--- src/rtl/bsg_manycore_io_sdr_pkg.sv ---
// Shared types for the SDR I/O link reset sequencer: state encoding and output bundle.
package bsg_manycore_io_sdr_pkg;

  typedef enum logic [2:0] {
    RST_INIT   = 3'd0,
    RST_TOK_HI = 3'd1,
    RST_TOK_LO = 3'd2,
    RST_UP_REL = 3'd3,
    RST_DN_REL = 3'd4,
    RST_DS_REL = 3'd5,
    RST_DONE   = 3'd6
  } bsg_manycore_io_sdr_rst_state_e;

  typedef struct packed {
    logic uplink;
    logic downlink;
    logic downstream;
    logic token;
    logic busy;
    logic done;
  } bsg_manycore_io_sdr_rst_out_s;

  function automatic int unsigned max3(input int unsigned a, input int unsigned b,
                                       input int unsigned c);
    int unsigned m;
    m = (a > b) ? a : b;
    return (m > c) ? m : c;
  endfunction

  // Link reset levels for each step of the bring-up order.
  function automatic bsg_manycore_io_sdr_rst_out_s rst_decode(
      input bsg_manycore_io_sdr_rst_state_e s);
    bsg_manycore_io_sdr_rst_out_s o;
    o = '{uplink: 1'b1, downlink: 1'b1, downstream: 1'b1, token: 1'b0, busy: 1'b1, done: 1'b0};
    case (s)
      RST_TOK_HI: o.token = 1'b1;
      RST_UP_REL: o.uplink = 1'b0;
      RST_DN_REL: begin
        o.uplink   = 1'b0;
        o.downlink = 1'b0;
      end
      RST_DS_REL: begin
        o.uplink     = 1'b0;
        o.downlink   = 1'b0;
        o.downstream = 1'b0;
      end
      RST_DONE: begin
        o.uplink     = 1'b0;
        o.downlink   = 1'b0;
        o.downstream = 1'b0;
        o.busy       = 1'b0;
        o.done       = 1'b1;
      end
      default: ;
    endcase
    return o;
  endfunction

endpackage

--- src/rtl/bsg_manycore_io_sdr_rst_cnt.sv ---
// Loadable down-counter that holds at zero; zero_o flags the last cycle of a step.
module bsg_manycore_io_sdr_rst_cnt #(
  parameter int unsigned width_p = 6
) (
  input  logic               clk_i,
  input  logic               load_i,
  input  logic [width_p-1:0] load_val_i,
  output logic               zero_o
);

  logic [width_p-1:0] cnt_r;

  always_ff @(posedge clk_i) begin
    if (load_i)
      cnt_r <= load_val_i;
    else if (cnt_r != '0)
      cnt_r <= cnt_r - width_p'(1);
  end

  assign zero_o = (cnt_r == '0);

endmodule

--- src/rtl/bsg_manycore_io_sdr_reset_sequencer.sv ---
// Sequences the async reset lines of an SDR I/O link chain in bsg_link bring-up order;
// restartable from DONE for link retraining.
module bsg_manycore_io_sdr_reset_sequencer
  import bsg_manycore_io_sdr_pkg::*;
#(
  parameter int unsigned init_cycles_p   = 16,
  parameter int unsigned token_cycles_p  = 8,
  parameter int unsigned settle_cycles_p = 32
) (
  input  logic core_clk_i,
  input  logic core_reset_i,
  input  logic start_i,
  output logic async_uplink_reset_o,
  output logic async_downlink_reset_o,
  output logic async_downstream_reset_o,
  output logic async_token_reset_o,
  output logic busy_o,
  output logic done_o
);

  localparam int unsigned max_cycles_lp = max3(init_cycles_p, token_cycles_p, settle_cycles_p);
  localparam int unsigned cnt_width_lp  = $clog2(max_cycles_lp + 1);

  if (init_cycles_p < 1) begin : g_bad_init
    $error("init_cycles_p must be >= 1");
  end
  if (token_cycles_p < 1) begin : g_bad_token
    $error("token_cycles_p must be >= 1");
  end
  if (settle_cycles_p < 1) begin : g_bad_settle
    $error("settle_cycles_p must be >= 1");
  end

  bsg_manycore_io_sdr_rst_state_e state_r, state_n;
  bsg_manycore_io_sdr_rst_out_s   out_r;
  logic                           cnt_zero;
  logic                           load_c;
  logic [cnt_width_lp-1:0]        load_val_c;

  bsg_manycore_io_sdr_rst_cnt #(
    .width_p(cnt_width_lp)
  ) cnt (
    .clk_i     (core_clk_i),
    .load_i    (load_c),
    .load_val_i(load_val_c),
    .zero_o    (cnt_zero)
  );

  // Next-state and counter reload; the counter is reloaded on every state entry.
  always_comb begin
    state_n    = state_r;
    load_c     = 1'b0;
    load_val_c = '0;
    case (state_r)
      RST_INIT:   if (cnt_zero) state_n = RST_TOK_HI;
      RST_TOK_HI: if (cnt_zero) state_n = RST_TOK_LO;
      RST_TOK_LO: if (cnt_zero) state_n = RST_UP_REL;
      RST_UP_REL: if (cnt_zero) state_n = RST_DN_REL;
      RST_DN_REL: if (cnt_zero) state_n = RST_DS_REL;
      RST_DS_REL: if (cnt_zero) state_n = RST_DONE;
      RST_DONE:   if (start_i)  state_n = RST_INIT;
      default:                  state_n = RST_INIT;
    endcase
    if (core_reset_i)
      state_n = RST_INIT;
    load_c = core_reset_i || (state_n != state_r);
    case (state_n)
      RST_INIT:   load_val_c = cnt_width_lp'(init_cycles_p - 1);
      RST_TOK_HI: load_val_c = cnt_width_lp'(token_cycles_p - 1);
      RST_TOK_LO,
      RST_UP_REL,
      RST_DN_REL,
      RST_DS_REL: load_val_c = cnt_width_lp'(settle_cycles_p - 1);
      default:    load_val_c = '0;
    endcase
  end

  // State and output flops; outputs are decoded from the state being entered.
  always_ff @(posedge core_clk_i) begin
    if (core_reset_i) begin
      state_r <= RST_INIT;
      out_r   <= rst_decode(RST_INIT);
    end else begin
      state_r <= state_n;
      out_r   <= rst_decode(state_n);
    end
  end

  assign async_uplink_reset_o     = out_r.uplink;
  assign async_downlink_reset_o   = out_r.downlink;
  assign async_downstream_reset_o = out_r.downstream;
  assign async_token_reset_o      = out_r.token;
  assign busy_o                   = out_r.busy;
  assign done_o                   = out_r.done;

endmodule

--- config.mk ---
export PLATFORM = sky130hd
export DESIGN_NAME = bsg_manycore_io_sdr_reset_sequencer
export DESIGN_NICKNAME = d
export VERILOG_FILES = /design/src/rtl/bsg_manycore_io_sdr_pkg.sv /design/src/rtl/bsg_manycore_io_sdr_rst_cnt.sv /design/src/rtl/bsg_manycore_io_sdr_reset_sequencer.sv
export SDC_FILE = /design/constraint.sdc
export NUM_CORES = 1
export LEC_CHECK = 0
export ABC_AREA = 1
export CORE_MARGIN = 3
export CORE_UTILIZATION = 53
export CTS_CLUSTER_SIZE = 24
export DETAILED_ROUTE_END_ITERATION = 12
export HOLD_SLACK_MARGIN = 0.05
export PLACE_DENSITY = 0.83
export SLEW_MARGIN = 5
export SYNTH_ARGS = -nofsm -noshare
export SYNTH_HDL_FRONTEND = slang
export SYNTH_SLANG_ARGS = --single-unit
--- constraint.sdc ---
create_clock -name core_clk_i -period 1.8 [get_ports core_clk_i]
set_input_delay 0.18 -clock core_clk_i [delete_from_list [all_inputs] [get_ports core_clk_i]]
set_output_delay 0.18 -clock core_clk_i [all_outputs]
set_load 0.1 [all_outputs]
After elaboration in Yosys (flattened, before gate mapping):

Index checks and enable logic that the tools add are counted.

* output and inout bits: 6
* register bits: 15

* $add $sub $neg: 1
* eq/ne operators: 13
* mux-type cells: 17
* reductions and logical operators: 10

Operators with widths (number)
* $mux 3: 8
* $pmux 3 s7: 1
* $eq 3x3->1 const B: 6
* $pmux 5 s3: 1
* $eq 3x2->1 const B: 4
* $mux 6: 2
* $reduce_or 4->1: 2
* $eq 3x1->1 const B: 2
* $logic_not 3->1: 2
* $logic_not 6->1: 1
* $reduce_bool 6->1: 1
* $sub 6x1->6 const B: 1
* $mux 1: 4
* $ne 3x3->1: 1
* $reduce_or 3->1: 1
* $mux 2: 1
* $reduce_bool 2->1: 1
* $reduce_or 2->1: 1
* $logic_or 1x1->1: 1

Depth between registers and ports, before layout:

* word-level depth: 8
* mapped depth: 11

By module:

Synthesis repeated with hierarchy kept, for this count alone.

* cells, all modules: 99
* area total of the unflattened synthesis: 763.2 um^2

By module, submodules not included
* bsg_manycore_io_sdr_reset_sequencer: cells each 54, seq. area each 180.2 um^2, area each 387.9 um^2, times used 1
* bsg_manycore_io_sdr_rst_cnt: cells each 45, seq. area each 180.2 um^2, area each 375.4 um^2, times used 1

Worst setup path before layout:

Ideal clock, no wire load.

* path kind: flip-flop to flip-flop
* start: register cnt.cnt_r[0]
* end: register cnt.cnt_r[0], data pin
* period minus slack after synthesis: 1.664 ns
* arrival: 1.410 ns
* path slack: 0.136 ns
* data required time: 1.546 ns
* library setup time: 0.254 ns
* stages on the path, launching flop included: 12
* cells stage by stage: edfxtp_1 -> inv_1 -> ha_1 -> nand2_1 -> nor2_4 -> nand3_4 -> nand2_4 -> nand2_4 -> nor2_8 -> inv_2 -> nand2_4 -> o21ai_2

* word-level cells in the longest chain between the ends: 8
* elaborated cells on any way between the ends: 22

Ends and longest elaborated chain
* from (decl): line bsg_manycore_io_sdr_rst_cnt.sv:11 `logic [width_p-1:0] cnt_r;`
* from (signal assigned): line bsg_manycore_io_sdr_rst_cnt.sv:15 `cnt_r <= load_val_i;`
* from (signal assigned): line bsg_manycore_io_sdr_rst_cnt.sv:17 `cnt_r <= cnt_r - width_p'(1);`
* $logic_not 6->1: line bsg_manycore_io_sdr_rst_cnt.sv:20 `assign zero_o = (cnt_r == '0);`
* $mux 3 (tied with other cells): line bsg_manycore_io_sdr_reset_sequencer.sv:60 `RST_DS_REL: if (cnt_zero) state_n = RST_DONE;`
* $pmux 3 s7: line bsg_manycore_io_sdr_reset_sequencer.sv:54 `case (state_r)`
* $mux 3: line bsg_manycore_io_sdr_reset_sequencer.sv:64 `if (core_reset_i)`
* $eq 3x3->1 or $eq 3x2->1 (tied branches): line bsg_manycore_io_sdr_reset_sequencer.sv:67 `case (state_n)`
* $reduce_or 4->1: line bsg_manycore_io_sdr_reset_sequencer.sv:67
* $pmux 5 s3: line bsg_manycore_io_sdr_reset_sequencer.sv:67
* $mux 6 *: line bsg_manycore_io_sdr_rst_cnt.sv:14 `if (load_i)`

Mark *: on every way between the ends. The rest lies on a longest branch, timed or not. The select of a mux whose other input is x is not followed.
A chain may end at the register's enable or synchronous reset.

Final worst setup path:

* start: register cnt.cnt_r[0]
* end: register cnt.cnt_r[3], data pin

Same word-level chain as after synthesis.

==> flow_summary.json <==
{
  "grt_pass1_vias": 635,
  "wire_per_inst_um": 11.9,
  "status": "completed",
  "hold_buffers": 0,
  "place_congestion": 0.750,
  "path_cells": "inv_1, ha_1, buf_4, nand3_2, a21oi_1, nand2_1, nand2_1, nand2_1, nand2_1, nand2_1",
  "wirelength_um": 1480,
  "worst_slack_ns": 0.0216,
  "place_ws_ns": 0.0781,
  "hold_violations": 0,
  "fp.dieH_um": 45.9,
  "grt_overflow": 0,
  "synth-seq-area-share": 0.427,
  "slowest_stage": "edfxtp_1",
  "vdd_drop_max_mv": 0.784,
  "fp-row-count": 13,
  "cp_common_cell": "nand2_1",
  "syn_avg_cell_area_um2": 9.08,
  "hold_slack_ns": 0.547,
  "yosys.area.top_type": "dfxtp_1",
  "cp_top_family": "simple AND/OR/NAND/NOR gates",
  "io_buffers": 8,
  "grt_pass1_wl_um": 2530,
  "top_usage_layer": "met2",
  "insertion_delay_ns": 0.29,
  "post-route-min-period_ns": 1.78,
  "path_class": "flip-flop to flip-flop",
  "place_inst": 118,
  "grtUsageTotal": 0.173,
  "final_nets": 114,
  "clk_pin_slew_worst_paths_ns": 0.08,
  "ys_ff_latch": 15,
  "met1_usage": 0.192,
  "syn_inst": 93,
  "grt_use_met2": 0.272,
  "finClkSkew_ns": 0.00216,
  "antennaDiodeCount": 0,
  "drv_cap": 0,
  "startpoint_type": "flip-flop",
  "power_density_nw_per_um2": 1160,
  "num_io_pins": 9,
  "vias": 639,
  "synth.distinct_cells": 27,
  "end_kind": "flip-flop",
  "cp_slowest_stage_delay_ns": 0.40,
  "drc": 0,
  "grt_max_degree": 10,
  "netlist_area_um2": 845,
  "drt_iter0_drc": 16,
  "setup_violations": 0,
  "syn2layout_area_growth_pct": 16.6,
  "cp.required_ns": 1.85,
  "vias_per_cell": 5.15,
  "cts_buffers": 3,
  "instances_no_fill": 124,
  "yosysWarnings": 0,
  "first_pass_iters": 4,
  "root_buffer": "clkbuf_4",
  "ys.flop_type": "dfxtp_1",
  "clock_path_buffers": 2,
  "synth_edf_count": 6,
  "final.period_utilization": 0.988,
  "min_path_type": "input pin to flip-flop",
  "final.fill_count": 105,
  "ant_nets": 0,
  "slew_violations": 0,
  "place_area_um2": 940,
  "ys_top_cells_by_count": "nand2_1 (23), inv_1 (11), dfxtp_1 (9)",
  "worst_slew_pin_slew_ns": 0.256,
  "die_area_um2": 2110,
  "use_met3": 0.0672,
  "htree_levels": 1,
  "dp_hpwl_um": 1180,
  "arrival_ns": 1.83,
  "chipWidth_um": 45.9,
  "fp.coreArea_um2": 1400,
  "cts_sinks": 15,
  "synth_most_common_cell": "nand2_1",
  "start_util": 0.604,
  "leakage_nw": 0.483,
  "yosysTopAreaCellShare": 0.213,
  "path_max_fanout": 4,
  "antenna_found_initial": 0,
  "yosys-top-cells-area": "dfxtp_1 (21%), edfxtp_1 (21%), nand2_1 (10%)",
  "syn-num-nets": 97,
  "max-slew-margin-rel": 0.828,
  "drive_gt1_frac": 0.367,
  "final_area_um2": 985,
  "cts_tree": "built",
  "crit_buf_inv": 2,
  "clock.fmax_mhz": 562,
  "postSynth.asyncResetShare": 0
}
flip-flops by register name, indices dropped and copies added (netlist names):
name / cells
busy_o: 1
state_r: 3
done_o: 1
async_downlink_reset_o: 1
async_uplink_reset_o: 1
cnt.cnt_r: 6
async_token_reset_o: 1
async_downstream_reset_o: 1
stage by stage:
step	total power, mW	util	setup TNS (ns)
floorplan	0.835	-	0
global placement	0.921	0.672	0
detailed placement	0.937	0.672	0
CTS	1.13	0.691	0
global route	1.22	0.704	-0.0589
finish	1.15	0.704	0
what timing repair did:
action | CTS | global route
buffers inserted | 0 | 2
setup endpoints to repair | 0 | 7
gates resized for setup | 0 | 1
path summary, 6_finish.rpt:
path	endpoint	start	depth (start not counted)	slack, ns
worst min register to register	state_r[2]	state_r[2]	2	0.68
worst min-delay path	state_r[2]	core_reset_i	2	0.55
worst max-delay path	cnt.cnt_r[3]	cnt.cnt_r[0]	10	0.02
worst max register to register	cnt.cnt_r[3]	cnt.cnt_r[0]	10	0.02
cells by family (layout without fill, tap and decap cells):
group	after synthesis	after routing	share of synthesized area
buffers and inverters	16	32	0.0859
and+or+nand+nor	50	50	0.372
xor gates and xnor gates	3	3	0.0311
AOI/OAI and AO/OA	8	8	0.0696
adders and majority gates	1	1	0.0148
DFF	15	15	0.427
cell type report:
cell class / count / area (µm²) / area share
well taps: 15 / 18.8 / 0.0191
inverters: 15 / 61.3 / 0.0623
multi-input cells: 62 / 414 / 0.421
clock buffers: 3 / 22.5 / 0.0229
repair buffers: 13 / 103 / 0.104
clock inverters: 1 / 5.00 / 0.00508
flip-flops and latches: 15 / 360 / 0.366
per-layer routing:
| metal | vias to the layer above | part of all wire |
|---|---|---|
| met5 | - | 0 |
| met4 | 0 | 0.020 |
| met3 | 5 | 0.051 |
| met2 | 13 | 0.49 |
| met1 | 297 | 0.44 |
| li1 | 324 | - |
cells in the final DEF (no fill, tap or decap):
cell             netlist  final
a21oi_1                3      3
a21oi_4                1      1
and3_4                 1      1
buf_4                  0     11
clkbuf_4               0      3
clkdlybuf4s50_1        0      2
clkinv_2               0      1
clkinv_4               1      1
dfxtp_1                9      9
edfxtp_1               6      6
ha_1                   1      1
inv_1                 11     11
inv_2                  3      3
nand2_1               23     22
nand2_2                3      4
nand2_4                3      3
nand3_1                3      3
nand3_2                2      2
nand3_4                1      1
nand3b_1               1      1
nand4_1                1      1
nor2_1                 4      4
nor2_2                 2      2
nor2_4                 4      4
nor2_8                 1      1
nor3_1                 1      1
o21ai_0                2      2
o21ai_2                2      2
xnor2_1                2      2
xor2_1                 1      1
power breakdown:
group	internal (mW)	leakage (nW)	switching (mW)
sequential	0.448	0.138	0.0634
combinational	0.188	0.327	0.256
clock	0.0827	0.0177	0.107
No activity file was read; power rests on OpenSTA's default activity.
==> variant 1: new RTL, same settings <==
Register the outputs `busy_o` and `done_o`; this adds one clock of latency there. The other outputs are not delayed to match.
--- a/src/rtl/bsg_manycore_io_sdr_reset_sequencer.sv
+++ b/src/rtl/bsg_manycore_io_sdr_reset_sequencer.sv
@@ -91,6 +91,8 @@
   assign async_downstream_reset_o = out_r.downstream;
   assign async_token_reset_o      = out_r.token;
-  assign busy_o                   = out_r.busy;
-  assign done_o                   = out_r.done;
+  always_ff @(posedge core_clk_i) begin
+    busy_o <= out_r.busy;
+    done_o <= out_r.done;
+  end
 
 endmodule
Function: changed (a bounded check fails within 4 cycles, from zero or initial values and one cycle with core_reset_i high).
==> variant 1 against the unedited design <==
- routed wire length shrank 6.1%
- cell area shrank 0.64%
- sequential cell count grew 2
- area after synthesis shrank 1.5%
- fmax grew 5.2%
- critical path type unchanged
- utilization grew 0.38 points
- via count shrank 4.4%
- global-route usage shrank 1.5 points
- worst setup slack gained 0.088 ns
- critical endpoint is now cnt.cnt_r[1]
Power is not compared: it rests on default switching activity, and its combinational part moved more than twofold at a synthesized area within 25%.
==> variant 1: results (changes against the unedited design) <==
routed vias/inst 5.050 (-2.0%); Routed WL 1389 um (-6.1%); met3 Use GR 1.186% (-5.5 points); Max VDD drop roughly 0.00062 V; largest net degree at the start of global routing 11 (+1); Worst slew margin 72.12% (-11 points); met1 usage 22.64% (+3.4 points); gpl congestion 0.7897 (+5.3%); status completed; Global Route met2 Usage 23.12% (-4.1 points); Cell variety after synth 24 (-11%); largest registers cnt.cnt_r x6, state_r x3, out_r x2; ratio of cells with drive above 1 in the final layout 31.13% (-5.6 points); count of filler cells inserted in the layout 108 (+2.9%); WP data arrival 1.73 ns (-0.10 ns); vias in the first global route 546 (-14%); ranking of synthesized cells by area dfxtp_1 26%, edfxtp_1 22%, nand2_1 7.2%; Sw Share 23.32%; Area after DPL 945.9 sq um (+0.67%); HPWL Detailed 1111 um (-5.5%); post-synthesis net count 94 (-3.1%); gr usage total 15.74% (-1.5 points); Crit Path Max Fanout 7 (+3); Post-Route Skew 0.003372 ns (+0.001216 ns); Final #Nets 111 (-2.6%)
-- variant 1: kinds of logic after synthesis --
logic type | share of synthesized area (%)
buffers and inverters | 6.316
AO/OA/AOI/OAI | 9.174
adder cells (fa/ha/maj) | 1.504
XOR/XNOR | 4.210
flip-flops | 48.12
AND/OR/NAND/NOR | 30.67
-- variant 1: stage by stage --
stage / utilization [%] / hold WS (ns) / std cells / setup slack [ns]
floorplan: - / 0.2524 / 90 / 0.1678
global placement: 68.42 / 0.3153 / 117 / 0.1345
detailed placement: 68.42 / 0.3185 / 117 / 0.08458
CTS: 70.41 / 0.3403 / 121 / 0.06721
global route: 70.77 / 0.3489 / 121 / 0.001644
finish: 70.77 / 0.3364 / 121 / 0.1096
-- variant 1: repair_timing --
item | 4_1_cts | 5_1_grt
hold buffers | 0 | 0
gates resized for setup | 0 | 2
setup endpoints to repair | 0 | 11
-- variant 1: layout make-up --
| cell class | instances | area share (%) |
|---|---|---|
| clock buffer | 3 | 2.302 |
| clock inverter | 1 | 0.5115 |
| inverter | 14 | 5.371 |
| multi-input combinational | 59 | 39.26 |
| sequential | 17 | 40.92 |
| tap | 15 | 1.918 |
| timing repair buffer | 12 | 9.719 |
-- variant 1: worst paths after layout --
check | startpoint | end | slack [ns] | depth (start not counted)
setup / recovery | cnt.cnt_r[0] | cnt.cnt_r[1] | 0.11 | 9
hold reg to reg | out_r[0] | done_o | 0.34 | 0
setup reg to reg | cnt.cnt_r[0] | cnt.cnt_r[1] | 0.11 | 9
hold / removal | out_r[0] | done_o | 0.34 | 0
-- variant 1: layer usage --
| layer | wire [um] | vias up |
|---|---|---|
| met1 | 681 | 270 |
| met2 | 630 | 12 |
| met3 | 58 | 4 |
| met4 | 19 | 0 |
| li1 | - | 325 |
| met5 | 0 | - |
==> variant 2: new RTL, config.mk and constraints unchanged <==
Made on the original files. Set the parameter `settle_cycles_p` to 64 (it was 32).
--- a/src/rtl/bsg_manycore_io_sdr_reset_sequencer.sv
+++ b/src/rtl/bsg_manycore_io_sdr_reset_sequencer.sv
@@ -6,5 +6,5 @@
   parameter int unsigned init_cycles_p   = 16,
   parameter int unsigned token_cycles_p  = 8,
-  parameter int unsigned settle_cycles_p = 32
+  parameter int unsigned settle_cycles_p = 64
 ) (
   input  logic core_clk_i,
Formal check against the unedited RTL: same outputs for any inputs over 10 cycles, from zero or initial values and one cycle with core_reset_i high; that may be too few to reach the edited logic, so the function may still have changed.
==> variant 2 against the unedited design <==
- sequential cell count increased by 1
- area after synthesis decreased by 1.8%
- routed wire length increased by 2.9%
- critical path type unchanged
- first-iteration DRC count decreased by 13%
- cell area increased by 5.8%
- final cell count increased by 7.3%
- worst setup slack improved by 0.066 ns
- highest routed layer unchanged
- count of clock-buffer cells in the layout increased by 1
- fmax increased by 3.9%
Power is not compared: it rests on default switching activity, and its combinational part moved more than twofold at a synthesized area within 25%.
==> variant 2: results (changes against the unedited design) <==
Placed Cells 128 (+8.5%); Post-CTS Resized 1 (+1); Tot Pwr 0.7393 mW; pre-CTS worst setup slack -0.02706 ns (-0.1051 ns); routed vias/inst 5.008 (-2.8%); Global Route met2 Usage 26.74% (-0.46 points); XOR/XNOR Fraction of Synth Area 4.223% (+1.1 points); post-synthesis net count 104 (+7.2%); met2 wire len 676 um (-6.6%); DR iter-0 viols 14 (-2); ratio of cells with drive above 1 in the final layout 33.90% (-2.8 points); Logic power comb 0.0964 mW; wire length on met3 60 um (-21%); Post-synth EDFFs 7 (+1); met1 wire length 779 um (+20%); most instantiated cells after synthesis 22 x nand2_1, 16 x inv_1, 9 x dfxtp_1, 8 x nor2_1, 7 x edfxtp_1; met1 usage 22.64% (+3.4 points); Synth Area in Compound Gates 7.843% (+0.88 points); gpl congestion 0.7853 (+4.8%); WP data arrival 1.76 ns (-0.07 ns); first-pass GRT wire length 2546 um (+0.83%); Area after DPL 958.4 sq um (+2.0%); status completed; Cell variety after synth 22 (-19%); met3 Use GR 3.953% (-2.8 points); Final #Nets 124 (+8.8%); HP Class register to register; vias 666 (+4.2%); WL per Instance 11.45 um (-4.1%); Slew @ Worst Pin 0.3105 ns (+0.05485 ns); Mapped Cells 99 (+6.5%); Fin. Hold Viols 0 (unchanged); Seq/Total Area, Yosys 47.06% (+4.4 points); vias in the first global route 610 (-3.9%)
[variant 2: cell count changes in the layout (fill, tap and decap cells not counted), moves of 3 or more]
cell | unedited run | this run
inv_1 | 11 | 14
nand2_1 | 22 | 18
nor2_1 | 4 | 7
inv_2 | 3 | 6
o21ai_1 | 0 | 6
[variant 2: worst reg2reg max path: cells and delay by family, from the launching register on]
family | cells | cell delay [ns]
fa+ha+maj | 1 | 0.20
buf+inv | 3 | 0.17
simple gates | 9 | 0.71
flops | 1 | 0.41
[variant 2: final timing paths]
path	end	slack, ns	depth (start not counted)
setup / recovery	cnt.cnt_r[3]	0.09	13
hold / removal	cnt.cnt_r[0]	0.71	2
setup reg to reg	cnt.cnt_r[3]	0.09	13
hold reg to reg	cnt.cnt_r[0]	0.71	2
[variant 2: cell type report]
cell class	instances	area [sq um]
fillers	111	340.3
well taps	15	18.77
inverters	20	75.07
flip-flops and latches	16	390.4
clock buffers	4	36.28
repair buffers	15	117.6
multi-input cells	63	404.1
